[src/rtl/isa_pkg.sv]
// rtl/isa_pkg.sv - ISA field layout, opcodes, ALU selects and decode helpers
package isa_pkg;

    localparam int DEF_DATA_W = 8;
    localparam int DEF_ADDR_W = 3;

    localparam int OPC_MSB     = 31;
    localparam int OPC_LSB     = 24;
    localparam int DEST_LSB    = 16;
    localparam int SRC1_LSB    = 8;
    localparam int SRC2_LSB    = 0;
    localparam int REG_FIELD_W = 3;
    localparam int IMM_LSB     = 0;
    localparam int IMM_W       = 8;

    localparam logic [7:0] OPC_LOADI = 8'd0;
    localparam logic [7:0] OPC_MOV   = 8'd1;
    localparam logic [7:0] OPC_ADD   = 8'd2;
    localparam logic [7:0] OPC_SUB   = 8'd3;
    localparam logic [7:0] OPC_AND   = 8'd4;
    localparam logic [7:0] OPC_OR    = 8'd5;

    localparam logic [2:0] ALU_FWD = 3'd0;
    localparam logic [2:0] ALU_ADD = 3'd1;
    localparam logic [2:0] ALU_AND = 3'd2;
    localparam logic [2:0] ALU_OR  = 3'd3;

    typedef enum logic {
        ST_EMPTY = 1'b0,
        ST_FULL  = 1'b1
    } out_state_e;

    function automatic logic opc_legal(input logic [7:0] opc);
        return opc <= OPC_OR;
    endfunction

    function automatic logic opc_reads_src1(input logic [7:0] opc);
        return opc inside {OPC_ADD, OPC_SUB, OPC_AND, OPC_OR};
    endfunction

    function automatic logic opc_reads_src2(input logic [7:0] opc);
        return opc inside {OPC_MOV, OPC_ADD, OPC_SUB, OPC_AND, OPC_OR};
    endfunction

endpackage

[src/rtl/scoreboard.sv]
// rtl/scoreboard.sv - register busy vector with set/clear and two-source hazard query
module scoreboard #(
    parameter int ADDR_W = 3
) (
    input  logic              clk_i,
    input  logic              rst_ni,
    input  logic              set_i,
    input  logic [ADDR_W-1:0] set_addr_i,
    input  logic              clr_i,
    input  logic [ADDR_W-1:0] clr_addr_i,
    input  logic              q1_en_i,
    input  logic [ADDR_W-1:0] q1_addr_i,
    input  logic              q2_en_i,
    input  logic [ADDR_W-1:0] q2_addr_i,
    output logic              hazard_o
);

    localparam int NREG = 1 << ADDR_W;

    logic [NREG-1:0] busy_q, busy_d, set_mask, clr_mask;

    // Set is applied after clear so a same-cycle set/clear of one register leaves it busy.
    always_comb begin
        set_mask = '0;
        clr_mask = '0;
        if (set_i) set_mask[set_addr_i] = 1'b1;
        if (clr_i) clr_mask[clr_addr_i] = 1'b1;
        busy_d = (busy_q & ~clr_mask) | set_mask;
    end

    always_ff @(posedge clk_i or negedge rst_ni) begin
        if (!rst_ni) busy_q <= '0;
        else         busy_q <= busy_d;
    end

    assign hazard_o = (q1_en_i && busy_q[q1_addr_i]) || (q2_en_i && busy_q[q2_addr_i]);

endmodule

[src/rtl/decode_stage.sv]
// rtl/decode_stage.sv - instruction decode with scoreboard interlock and registered ALU issue
module decode_stage
    import isa_pkg::*;
#(
    parameter int DATA_W = DEF_DATA_W,
    parameter int ADDR_W = DEF_ADDR_W
) (
    input  logic              CLK,
    input  logic              RESET,
    input  logic [31:0]       INSTRUCTION,
    input  logic              IF_VALID,
    output logic              IF_READY,
    output logic [ADDR_W-1:0] OUT1ADDRESS,
    output logic [ADDR_W-1:0] OUT2ADDRESS,
    input  logic [DATA_W-1:0] REGOUT1,
    input  logic [DATA_W-1:0] REGOUT2,
    output logic              EX_VALID,
    input  logic              EX_READY,
    output logic [2:0]        EX_OP,
    output logic [DATA_W-1:0] EX_DATA1,
    output logic [DATA_W-1:0] EX_DATA2,
    output logic [ADDR_W-1:0] EX_DEST,
    output logic              EX_WRITE,
    input  logic              WB_VALID,
    input  logic [ADDR_W-1:0] WB_ADDR,
    output logic              ILLEGAL,
    output logic [7:0]        ISSUE_COUNT
);

    out_state_e        state_q, state_d;
    logic [2:0]        ex_op_q, ex_op_d;
    logic [DATA_W-1:0] ex_d1_q, ex_d1_d, ex_d2_q, ex_d2_d;
    logic [ADDR_W-1:0] ex_dest_q, ex_dest_d;
    logic              ex_write_q, ex_write_d;
    logic              illegal_q, illegal_d;
    logic [7:0]        count_q, count_d;

    logic [7:0]        opcode;
    logic [ADDR_W-1:0] dest, src1, src2;
    logic [DATA_W-1:0] imm;
    logic              legal, hazard, accept, legal_acc;
    logic [2:0]        dec_op;
    logic [DATA_W-1:0] dec_d1, dec_d2;
    logic              unused_fields;

    assign opcode = INSTRUCTION[OPC_MSB:OPC_LSB];
    assign dest   = ADDR_W'(INSTRUCTION[DEST_LSB +: REG_FIELD_W]);
    assign src1   = ADDR_W'(INSTRUCTION[SRC1_LSB +: REG_FIELD_W]);
    assign src2   = ADDR_W'(INSTRUCTION[SRC2_LSB +: REG_FIELD_W]);
    assign imm    = DATA_W'(INSTRUCTION[IMM_LSB +: IMM_W]);
    assign unused_fields = ^{INSTRUCTION[23:19], INSTRUCTION[15:11]};

    assign OUT1ADDRESS = src1;
    assign OUT2ADDRESS = src2;

    assign legal     = opc_legal(opcode);
    assign IF_READY  = (state_q == ST_EMPTY || EX_READY) && !hazard;
    assign accept    = IF_VALID && IF_READY;
    assign legal_acc = accept && legal;

    scoreboard #(.ADDR_W(ADDR_W)) u_sb (
        .clk_i      (CLK),
        .rst_ni     (RESET),
        .set_i      (legal_acc),
        .set_addr_i (dest),
        .clr_i      (WB_VALID),
        .clr_addr_i (WB_ADDR),
        .q1_en_i    (opc_reads_src1(opcode)),
        .q1_addr_i  (src1),
        .q2_en_i    (opc_reads_src2(opcode)),
        .q2_addr_i  (src2),
        .hazard_o   (hazard)
    );

    // SUB issues as an add of the negated second operand.
    always_comb begin
        dec_op = ALU_FWD;
        dec_d1 = '0;
        dec_d2 = '0;
        case (opcode)
            OPC_LOADI: dec_d2 = imm;
            OPC_MOV:   dec_d2 = REGOUT2;
            OPC_ADD:   begin dec_op = ALU_ADD; dec_d1 = REGOUT1; dec_d2 = REGOUT2;  end
            OPC_SUB:   begin dec_op = ALU_ADD; dec_d1 = REGOUT1; dec_d2 = -REGOUT2; end
            OPC_AND:   begin dec_op = ALU_AND; dec_d1 = REGOUT1; dec_d2 = REGOUT2;  end
            OPC_OR:    begin dec_op = ALU_OR;  dec_d1 = REGOUT1; dec_d2 = REGOUT2;  end
            default:   ;
        endcase
    end

    always_comb begin
        state_d    = state_q;
        ex_op_d    = ex_op_q;
        ex_d1_d    = ex_d1_q;
        ex_d2_d    = ex_d2_q;
        ex_dest_d  = ex_dest_q;
        ex_write_d = ex_write_q;
        count_d    = count_q;
        illegal_d  = accept && !legal;
        case (state_q)
            ST_EMPTY: if (legal_acc) state_d = ST_FULL;
            ST_FULL:  if (EX_READY && !legal_acc) state_d = ST_EMPTY;
            default:  state_d = ST_EMPTY;
        endcase
        if (legal_acc) begin
            ex_op_d    = dec_op;
            ex_d1_d    = dec_d1;
            ex_d2_d    = dec_d2;
            ex_dest_d  = dest;
            ex_write_d = 1'b1;
            count_d    = count_q + 8'd1;
        end
    end

    always_ff @(posedge CLK or negedge RESET) begin
        if (!RESET) begin
            state_q    <= ST_EMPTY;
            ex_op_q    <= '0;
            ex_d1_q    <= '0;
            ex_d2_q    <= '0;
            ex_dest_q  <= '0;
            ex_write_q <= 1'b0;
            illegal_q  <= 1'b0;
            count_q    <= '0;
        end else begin
            state_q    <= state_d;
            ex_op_q    <= ex_op_d;
            ex_d1_q    <= ex_d1_d;
            ex_d2_q    <= ex_d2_d;
            ex_dest_q  <= ex_dest_d;
            ex_write_q <= ex_write_d;
            illegal_q  <= illegal_d;
            count_q    <= count_d;
        end
    end

    assign EX_VALID    = (state_q == ST_FULL);
    assign EX_OP       = ex_op_q;
    assign EX_DATA1    = ex_d1_q;
    assign EX_DATA2    = ex_d2_q;
    assign EX_DEST     = ex_dest_q;
    assign EX_WRITE    = ex_write_q;
    assign ILLEGAL     = illegal_q;
    assign ISSUE_COUNT = count_q;

endmodule

[config.mk]
export PLATFORM = sky130hd
export DESIGN_NAME = decode_stage
export DESIGN_NICKNAME = d
export VERILOG_FILES = /design/src/rtl/isa_pkg.sv /design/src/rtl/scoreboard.sv /design/src/rtl/decode_stage.sv
export SDC_FILE = /design/constraint.sdc
export NUM_CORES = 1
export LEC_CHECK = 0
export BUFFER_PORTS_ARGS = -buffer_cell sky130_fd_sc_hd__buf_4
export CAP_MARGIN = 20
export CORE_ASPECT_RATIO = 0.9
export CORE_MARGIN = 2
export CORE_UTILIZATION = 43
export DETAILED_ROUTE_END_ITERATION = 12
export PLACE_DENSITY_LB_ADDON = 0.2
export SYNTH_ARGS = -nofsm -noshare
export SYNTH_HDL_FRONTEND = slang
export SYNTH_HIERARCHICAL = 1
export SYNTH_SLANG_ARGS = --single-unit
[constraint.sdc]
create_clock -name CLK -period 2.4 [get_ports CLK]
set_clock_uncertainty 0.05 [all_clocks]
set_input_delay 0.48 -clock CLK [delete_from_list [all_inputs] [get_ports CLK]]
set_output_delay 0.48 -clock CLK [all_outputs]
set_load 0.01 [all_outputs]
==> results of run 1 <==
[cell families after synthesis]
logic type                 count (synthesis)  share of synthesized area (%)
buffers and inverters                     21                           6.54
other                                      1                          0.162
xor gates and xnor gates                   8                           3.03
muxes                                     15                           8.70
adders and majority gates                  2                           1.08
DFF                                       40                           43.2
and+or+nand+nor                           76                           19.7
AOI/OAI and AO/OA                         59                           17.6
[registers in the layout (all words and copies together) (netlist names)]
signal and cells:
EX_DATA1 8, EX_DATA2 8, ISSUE_COUNT 8, u_sb/busy_q 8
EX_DEST 3, EX_OP 2, EX_VALID 1, EX_WRITE 1
ILLEGAL 1
[cell usage after synthesis, drive strengths merged, types with 4 or more instances]
library cell | n | area share [%]
dfrtp | 40 | 43
o21ai | 17 | 3.7
nand2 | 15 | 2.5
buf | 14 | 5.3
mux2 | 9 | 4.9
nand2b | 9 | 2.4
a22o | 8 | 3.0
nor3 | 8 | 2.4
a21oi | 7 | 1.5
nor2 | 7 | 1.1
a31oi | 6 | 1.6
nand3 | 6 | 1.3
o31ai | 6 | 1.9
inv | 5 | 0.92
nor2b | 5 | 1.4
mux2i | 4 | 1.7
or4 | 4 | 1.5
xnor2 | 4 | 1.5
xor2 | 4 | 1.5
[how the worst min path moves through the flow]
stage / startpoint / endpoint / slack [ns]
final: RESET / EX_OP[0]$_DFFE_PN0P_ / 0.10
after CTS: RESET / ISSUE_COUNT[4]$_DFFE_PN0P_ / 0.13
after detailed placement: EX_WRITE$_DFFE_PN0P_ / EX_WRITE$_DFFE_PN0P_ / 0.40
after floorplan: RESET / EX_DATA1[0]$_DFFE_PN0P_ / 0.13
after global placement: EX_WRITE$_DFFE_PN0P_ / EX_WRITE$_DFFE_PN0P_ / 0.40
after global routing: RESET / EX_OP[0]$_DFFE_PN0P_ / 0.14
[metrics by stage]
step / power (mW) / hold WS (ns) / setup TNS (ns)
after floorplan: 0.978 / 0.134 / 0
after global placement: 1.20 / 0.403 / -1.09
after detailed placement: 1.21 / 0.403 / -1.59
after CTS: 1.75 / 0.127 / 0
after global routing: 1.83 / 0.136 / -0.0888
final: 1.73 / 0.102 / 0
[area by class of cell]
class	count	area (sq um)
Multi-Input combinational cell	161	1220
Tap cell	67	83.8
Inverter	5	23.8
Clock buffer	6	72.6
Clock inverter	2	35.0
Timing Repair Buffer	102	790
Sequential cell	40	1000
Fill cell	468	2000
[per-layer routing]
metal  track usage (%)  vias to the layer above  part of all wire (%)
met5                 0                        -                     0
met4              5.65                        0                   1.1
met3              4.18                        7                   7.1
met2              33.2                       76                    49
met1              26.2                     1015                    42
li1                  -                     1022                     -
[power by group through the flow]
stage	Combinational [mW]	Sequential (mW)	Clock, mW
detailed placement	0.412	0.796	0
global placement	0.407	0.796	0
finish	0.413	0.784	0.535
floorplan	0.157	0.821	0
global route	0.454	0.795	0.579
CTS	0.415	0.785	0.548
[timing repair]
| item | in CTS | in global routing |
|---|---|---|
| setup endpoints to repair | 1 | 15 |
| setup buffers | 1 | 0 |
| cloned | 0 | 0 |
| resized for setup | 0 | 10 |
| pin swaps | 1 | 5 |
==> reports/qor.yml, run 1 <==
outcome: "completed"
fmax_mhz: 425
syn_inst: 222
place_congestion: 0.865
cts_tree: "done"
synth_edf_count: 0
die_w_um: 81.3
antennaDiodeCount: 0
power.switching_uw: 455
setup_viol: 0
ys_ff_latch: 40
worstReg2RegEnd: "EX_DATA1[7]$_DFFE_PN0P_"
startpoint_type: "input pin"
tightest_slew_ns: 0.501
synthArstFlopShare_pct: 100
drtAntennaViolNets: 0
finalNetCount: 373
power_frac_clock_pct: 30.9
cp-endpoint: "IF_READY"
die_area_sq_um: 5990
crit_top_cell: "buf_4"
hold_viol: 0
instances_no_fill: 383
io_pins: 96
peakVddDrop_v: 0.000419
intPower_mw: 1.28
path_class: "in -> out"
dp.cells: 374
crit_family: "simple AND/OR/NAND/NOR gates"
r2r_start: "u_sb/busy_q[7]$_DFF_PN0_"
start_util_pct: 44.3
rows: 25
relSlewSlack_pct: 66.6
worstSetupStartpoint: "INSTRUCTION[28]"
max_cap_viol_count: 0
avgSynthCellArea_sq_um: 10.4
drc: 0
dp_hpwl_um: 4410
end_kind: "output pin"
coreArea_sq_um: 5220
post_route_cells_drive_above_1_share_pct: 43.0
clock_latency_ns: 0.29
vias_per_cell: 5.54
cp.depth: 7
period_share_pct: 98.1
cp.arrival_ns: 1.82
grt_usage_pct: 19.9
syn-cell-area_sq_um: 2310
worstPathMaxFanout: 2
cpMaxStageDelayCell: "or4_4"
grt_overflow: 0
p_leak_nw: 1.53
r2r_slack_ns: 0.08
ys_types: 57
wl_per_cell_um: 14.8
io_buffers: 84
finalWirelength_um: 5690
numCtsBuffers: 5
seqPwrFrac_pct: 45.3
clk_path_buf_depth: 2
synthFlopType: "dfrtp_1"
cp_cell_sequence: "buf_4, or4_4, nor3_4, o31ai_1, o22ai_2, nor2_2, buf_4"
vias: 2120
cts_root_buffer: "clkbuf_8"
pre_cts_ws_ns: -0.0938
hold_class: "in -> async"
maxSlewViolCount: 0
drtIter0Drc: 60
final_cell_mix: "buf_4, dfrtp_1, o21ai_0"
antenna_found_initial: 0
synthToLayoutAreaGrowth_pct: 39.2
grt_pass1_vias: 1944
synth_warnings: 6
fp.dieH_um: 73.6
post-route-cell-area_sq_um: 3220
clock-sinks: 40
finalWorstSetupSlack_ns: 0.0463
reg2reg_depth: 9
worstPathBufferInverterCount: 2
power_density_nw_per_um2: 537
cts_hold_buf: 0
htree_levels: 2
grt_max_degree: 41
path_clk_slew_ns: 0.07
finalCriticalPeriod_ns: 2.35
combPwrFrac_pct: 23.8
post-route-util_pct: 61.7
rsz0062_at_grt: "yes"
grt_pass1_wl_um: 9160
syn-num-nets: 280
final_common_cell: "buf_4"
cp_data_required_time_ns: 1.87
p_sw_share_pct: 26.3
ys_seq_area_share_pct: 43.2
cp_slowest_stage_delay_ns: 0.57
placed_area_sq_um: 3080
firstDrtPassIters: 4
Note: power is estimated with default switching activity, not from simulation.
==> inputs of run 2 (changes only) <==
Settings changed: BUFFER_PORTS_ARGS -buffer_cell sky130_fd_sc_hd__buf_4 to unset, CORE_UTILIZATION 43 to 50, DONT_BUFFER_PORTS set to 1.
==> run 2 against run 1 <==
  * Combinational power fell by 57%
  * Critical path depth did not move
  * Global-route usage rose by 1.9 points
  * Die area fell by 13%
  * Critical path type unchanged
  * Critical endpoint unchanged
  * Highest routed layer unchanged
==> reports/qor.yml, run 2 (synthesis gave the netlist of run 1 again) <==
worstPathMaxFanout: 3
dp.cells: 274
fp.dieH_um: 68.6
start_util_pct: 51.9
cts_root_buffer: "clkbuf_8"
cp_cell_sequence: "nor4_4, nand2_2, nor2_1, inv_1, a221o_1, o22ai_2, nor2_1"
cts_tree: "done"
grt_pass1_wl_um: 8530
timing.setup.tns_ns: 0
finalNetCount: 280
instances_no_fill: 285
clock-sinks: 40
vias: 1810
p_leak_nw: 1.07
htree_levels: 2
outcome: "completed"
final_cell_mix: "dfrtp_1, o21ai_0, nand2_1"
cpMaxStageDelayCell: "nor4_4"
finalWirelength_um: 5430
firstDrtPassIters: 5
finalWorstSetupSlack_ns: 0.136
worstSetupStartpoint: "INSTRUCTION[28]"
place_congestion: 0.828
hp-start: "INSTRUCTION[17]"
fmax_mhz: 442
path_class: "in -> out"
path_clk_slew_ns: 0.07
antenna_found_initial: 0
post-route-util_pct: 56.5
pre_cts_ws_ns: 0.0353
die_w_um: 75.7
grt_usage_pct: 21.8
dp_hpwl_um: 4050
startpoint_type: "input pin"
grt_max_degree: 41
peakVddDrop_v: 0.000474
antennaDiodeCount: 0
drtAntennaViolNets: 0
hold_ws_ns: 0.244
post-route-cell-area_sq_um: 2520
maxSlewViolCount: 0
crit_top_cell: "nor2_1"
io_buffers: 0
die_area_sq_um: 5190
rows: 23
synthToLayoutAreaGrowth_pct: 8.87
max_cap_viol_count: 0
drc: 0
r2r_start: "u_sb/busy_q[7]$_DFF_PN0_"
post_route_cells_drive_above_1_share_pct: 17.9
coreArea_sq_um: 4460
hold_viol: 0
vias_per_cell: 6.35
io_pins: 96
clock_latency_ns: 0.28
power_mw: 1.54
wl_per_cell_um: 19.1
rsz0062_at_grt: "no"
cp_data_required_time_ns: 1.87
grt_overflow: 0
end_kind: "output pin"
power_density_nw_per_um2: 613
setup_viol: 0
grt_pass1_vias: 1832
final_common_cell: "dfrtp_1"
finalCriticalPeriod_ns: 2.26
clk_path_buf_depth: 2
drtIter0Drc: 117
period_share_pct: 94.3
placed_area_sq_um: 2360
hold_class: "in -> reg"
numCtsBuffers: 5
cp.arrival_ns: 1.73
cp_slowest_stage_delay_ns: 0.33
==> run 2: cell types whose count changed in the layout (fill, tap and decap cells not counted), sizes merged <==
cell	previous run	this run
dlygate4sd3	0	1
buf	102	8
inv	4	5
clkinv	2	1
==> run 2: per-layer routing <==
layer | wire [um] | track usage (%)
met5 | 0 | 0
met4 | 46 | 6.58
met3 | 523 | 8.14
met2 | 2640 | 35.8
met1 | 2220 | 27.0
==> run 2: worst paths after layout <==
| check | cells past startpoint | slack (ns) | end |
|---|---|---|---|
| max in group asynchronous | 2 | 1.49 | u_sb/busy_q[2]$_DFF_PN0_ |
| setup reg to reg | 8 | 0.18 | EX_DATA1[5]$_DFFE_PN0P_ |
| hold / removal | 1 | 0.24 | u_sb/busy_q[1]$_DFF_PN0_ |
| setup / recovery | 7 | 0.14 | IF_READY |
| min in group asynchronous | 2 | 0.59 | EX_DATA2[7]$_DFFE_PN0P_ |
| hold reg to reg | 1 | 0.48 | ISSUE_COUNT[7]$_DFFE_PN0P_ |
==> run 2: area by class of cell <==
class,count,area (sq um)
fill,393,1940
tap,62,77.6
inverter,5,26.3
multi-input combinational,161,1210
sequential,40,1000
clock buffer,6,72.6
clock inverter,2,35.0
timing repair buffer,9,95.1
==> run 2: report_power, final <==
group	switching, mW	internal [mW]
Sequential	0.0866	0.739
Combinational	0.0798	0.0996
Clock	0.230	0.309
Total	0.396	1.15
==> run 2: worst max-delay path: cells and delay by family <==
kind,cells,cell delay [ns]
AND/OR/NAND/NOR,4,0.69
AO/OA/AOI/OAI,2,0.53
buffers and inverters,1,0.05
==> run 2: what timing repair did <==
action	CTS	global route
hold endpoints to repair	40	0
endpoints found under the setup margin	0	7
hold buffers	2	0
setup buffers	0	1
gates resized for setup	0	4
==> inputs of run 3 (changes only) <==
Settings changed: ABC_AREA set to 1, CTS_BUF_LIST set to sky130_fd_sc_hd__clkbuf_4, PLACE_DENSITY set to 0.68, PLACE_DENSITY_LB_ADDON 0.2 to unset.
==> run 3 against run 2 <==
  * Synthesized cell count increased by 41%
  * Routed wire length fell by 7.3%
  * Die area shrank 1.3%
  * Critical path depth is 3 higher
  * Via count up 7.3%
  * Utilization is 0.42 points lower
  * Hold slack lost 0.083 ns
  * Register-to-register slack improved by 0.26 ns
  * Worst setup slack better by 0.23 ns
  * Critical path type unchanged
  * Largest cell class unchanged
==> reports/qor.yml, run 3 <==
place_congestion: 0.809
worstPathBufferInverterCount: 2
post-synth-top-count-cell: "nand2_1"
hold_class: "in -> reg"
rows: 23
power_density_nw_per_um2: 588
die_w_um: 75.2
cts_root_buffer: "clkbuf_4"
syn_inst: 312
crit_top_cell: "nand2_1"
ys_types: 27
cpMaxStageDelayCell: "or2_2"
htree_levels: 2
finalWorstSetupSlack_ns: 0.366
synthArstFlopShare_pct: 100
timing.setup.tns_ns: 0
dp_hpwl_um: 3740
outcome: "completed"
maxSlewViolCount: 0
path_clk_slew_ns: 0.12
vias_per_cell: 5.08
startpoint_type: "input pin"
grt_usage_pct: 20.5
placed_area_sq_um: 2360
yosysTopAreaCell: "dfrtp_1"
cp_cell_sequence: "nor2_2, nand2_1, inv_2, nand2_4, o21ai_4, or2_2, nand3_1, nand2_1, nor2_1, buf_4"
vias: 1942
synthFlopType: "dfrtp_1"
cts_tree: "done"
synth_area_leaders: "dfrtp_1, nand2_1, nand3_1, inv_1, o21ai_0"
cp_data_required_time_ns: 1.87
fp.dieH_um: 68.1
coreArea_sq_um: 4430
drtIter0Drc: 124
grt_pass1_vias: 1743
peakVddDrop_v: 0.000310
cp_slowest_stage_delay_ns: 0.26
end_kind: "output pin"
numCtsBuffers: 5
period_share_pct: 84.7
ys_seq_area_share_pct: 43.8
synth_warnings: 6
die_area_sq_um: 5120
grt_max_degree: 41
grt_overflow: 0
start_util_pct: 51.5
wl_per_cell_um: 13.2
final_common_cell: "nand2_1"
setup_viol: 0
drc: 0
path_class: "in -> out"
hold_ws_ns: 0.161
fmax_mhz: 492
syn-cell-area_sq_um: 2280
max_cap_viol_count: 0
synth_edf_count: 0
firstDrtPassIters: 5
crit_family: "simple AND/OR/NAND/NOR gates"
finalWirelength_um: 5040
final_cell_mix: "nand2_1, dfrtp_1, inv_1"
finalNetCount: 378
post-route-cell-area_sq_um: 2480
avgSynthCellArea_sq_um: 7.32
clk_path_buf_depth: 2
post_cts.repair.setup_buffers: 0
clock_latency_ns: 0.34
synth_top_area_share_pct: 43.8
synth_commonest_cells: "nand2_1, dfrtp_1, inv_1"
pre_cts_ws_ns: 0.0436
nFillCells: 452
syn-num-nets: 370
grt_pass1_wl_um: 7900
io_pins: 96
cp.arrival_ns: 1.50
antennaDiodeCount: 0
rsz0062_at_grt: "no"
clock-sinks: 40
antenna_found_initial: 0
synthToLayoutAreaGrowth_pct: 8.82
worstPathMaxFanout: 6
post_route_cells_drive_above_1_share_pct: 10.9
hold_viol: 0
drtAntennaViolNets: 0
ys_ff_latch: 40
finalCriticalPeriod_ns: 2.03
io_buffers: 0
post-route-util_pct: 56.1
p_leak_nw: 1.30
-- run 3: metrics by stage --
stage,power [mW],std cells
2_1_floorplan,0.897,312
3_3_place_gp,0.915,373
3_5_place_dp,0.917,373
4_1_cts,1.47,382
5_1_grt,1.53,382
6_report,1.46,382
-- run 3: routing by layer --
| metal | track usage, % | vias to the layer above | share of wire [%] |
|---|---|---|---|
| met2 | 31.4 | 66 | 45 |
| met3 | 8.10 | 7 | 8.9 |
| met5 | 0 | - | 0 |
| li1 | - | 985 | - |
| met4 | 5.92 | 0 | 1.6 |
| met1 | 27.1 | 884 | 44 |
-- run 3: kinds of logic after synthesis --
kind of cell	share of synthesized area, %
buffers and inverters	9.37
AND/OR/NAND/NOR	34.4
other	0.164
adder cells (fa/ha/maj)	1.10
flip-flops	43.8
AO/OA/AOI/OAI	8.44
XOR/XNOR	2.68
-- run 3: timing repair --
item                                   4_1_cts  5_1_grt
gates resized for setup                      0        0
hold buffers                                 2        0
endpoints found under the hold margin       40        0
setup endpoints to repair                    0        0
-- run 3: area by class of cell --
type	count	area, sq um	area share (%)
timing repair buffer	12	105	4.23
clock inverter	2	60.1	2.42
tap	62	77.6	3.12
sequential	40	1000	40.3
inverter	36	135	5.44
clock buffer	5	37.5	1.51
multi-input combinational	225	1070	43.0
-- run 3: worst register-to-register path, stage by stage (launching register included) --
cell and delay, ns:
dfrtp_1 0.39, inv_1 0.08, nand2_1 0.05, nand3_1 0.08
nand3_1 0.09, nand3_1 0.10, nand2_1 0.05, nor2_1 0.14
nand2_1 0.15, a21oi_4 0.31, nand2_1 0.17, o21ai_0 0.21
-- run 3: power breakdown --
part	leakage, nW	switching (mW)	internal (mW)	total [mW]
clock	0.0513	0.219	0.319	0.538
combinational	0.706	0.0896	0.0585	0.148
sequential	0.542	0.0582	0.718	0.776
-- run 3: path summary, 6_finish.rpt --
path | cells after the start | start | slack, ns | endpoint
setup / recovery | 10 | INSTRUCTION[28] | 0.37 | IF_READY
hold / removal | 1 | EX_READY | 0.16 | EX_VALID$_DFF_PN0_
setup reg to reg | 11 | u_sb/busy_q[5]$_DFF_PN0_ | 0.44 | u_sb/busy_q[6]$_DFF_PN0_
hold reg to reg | 2 | u_sb/busy_q[3]$_DFF_PN0_ | 0.47 | u_sb/busy_q[3]$_DFF_PN0_
max in group asynchronous | 2 | RESET | 1.57 | EX_DEST[2]$_DFFE_PN0P_
min in group asynchronous | 2 | RESET | 0.53 | EX_DATA2[0]$_DFFE_PN0P_
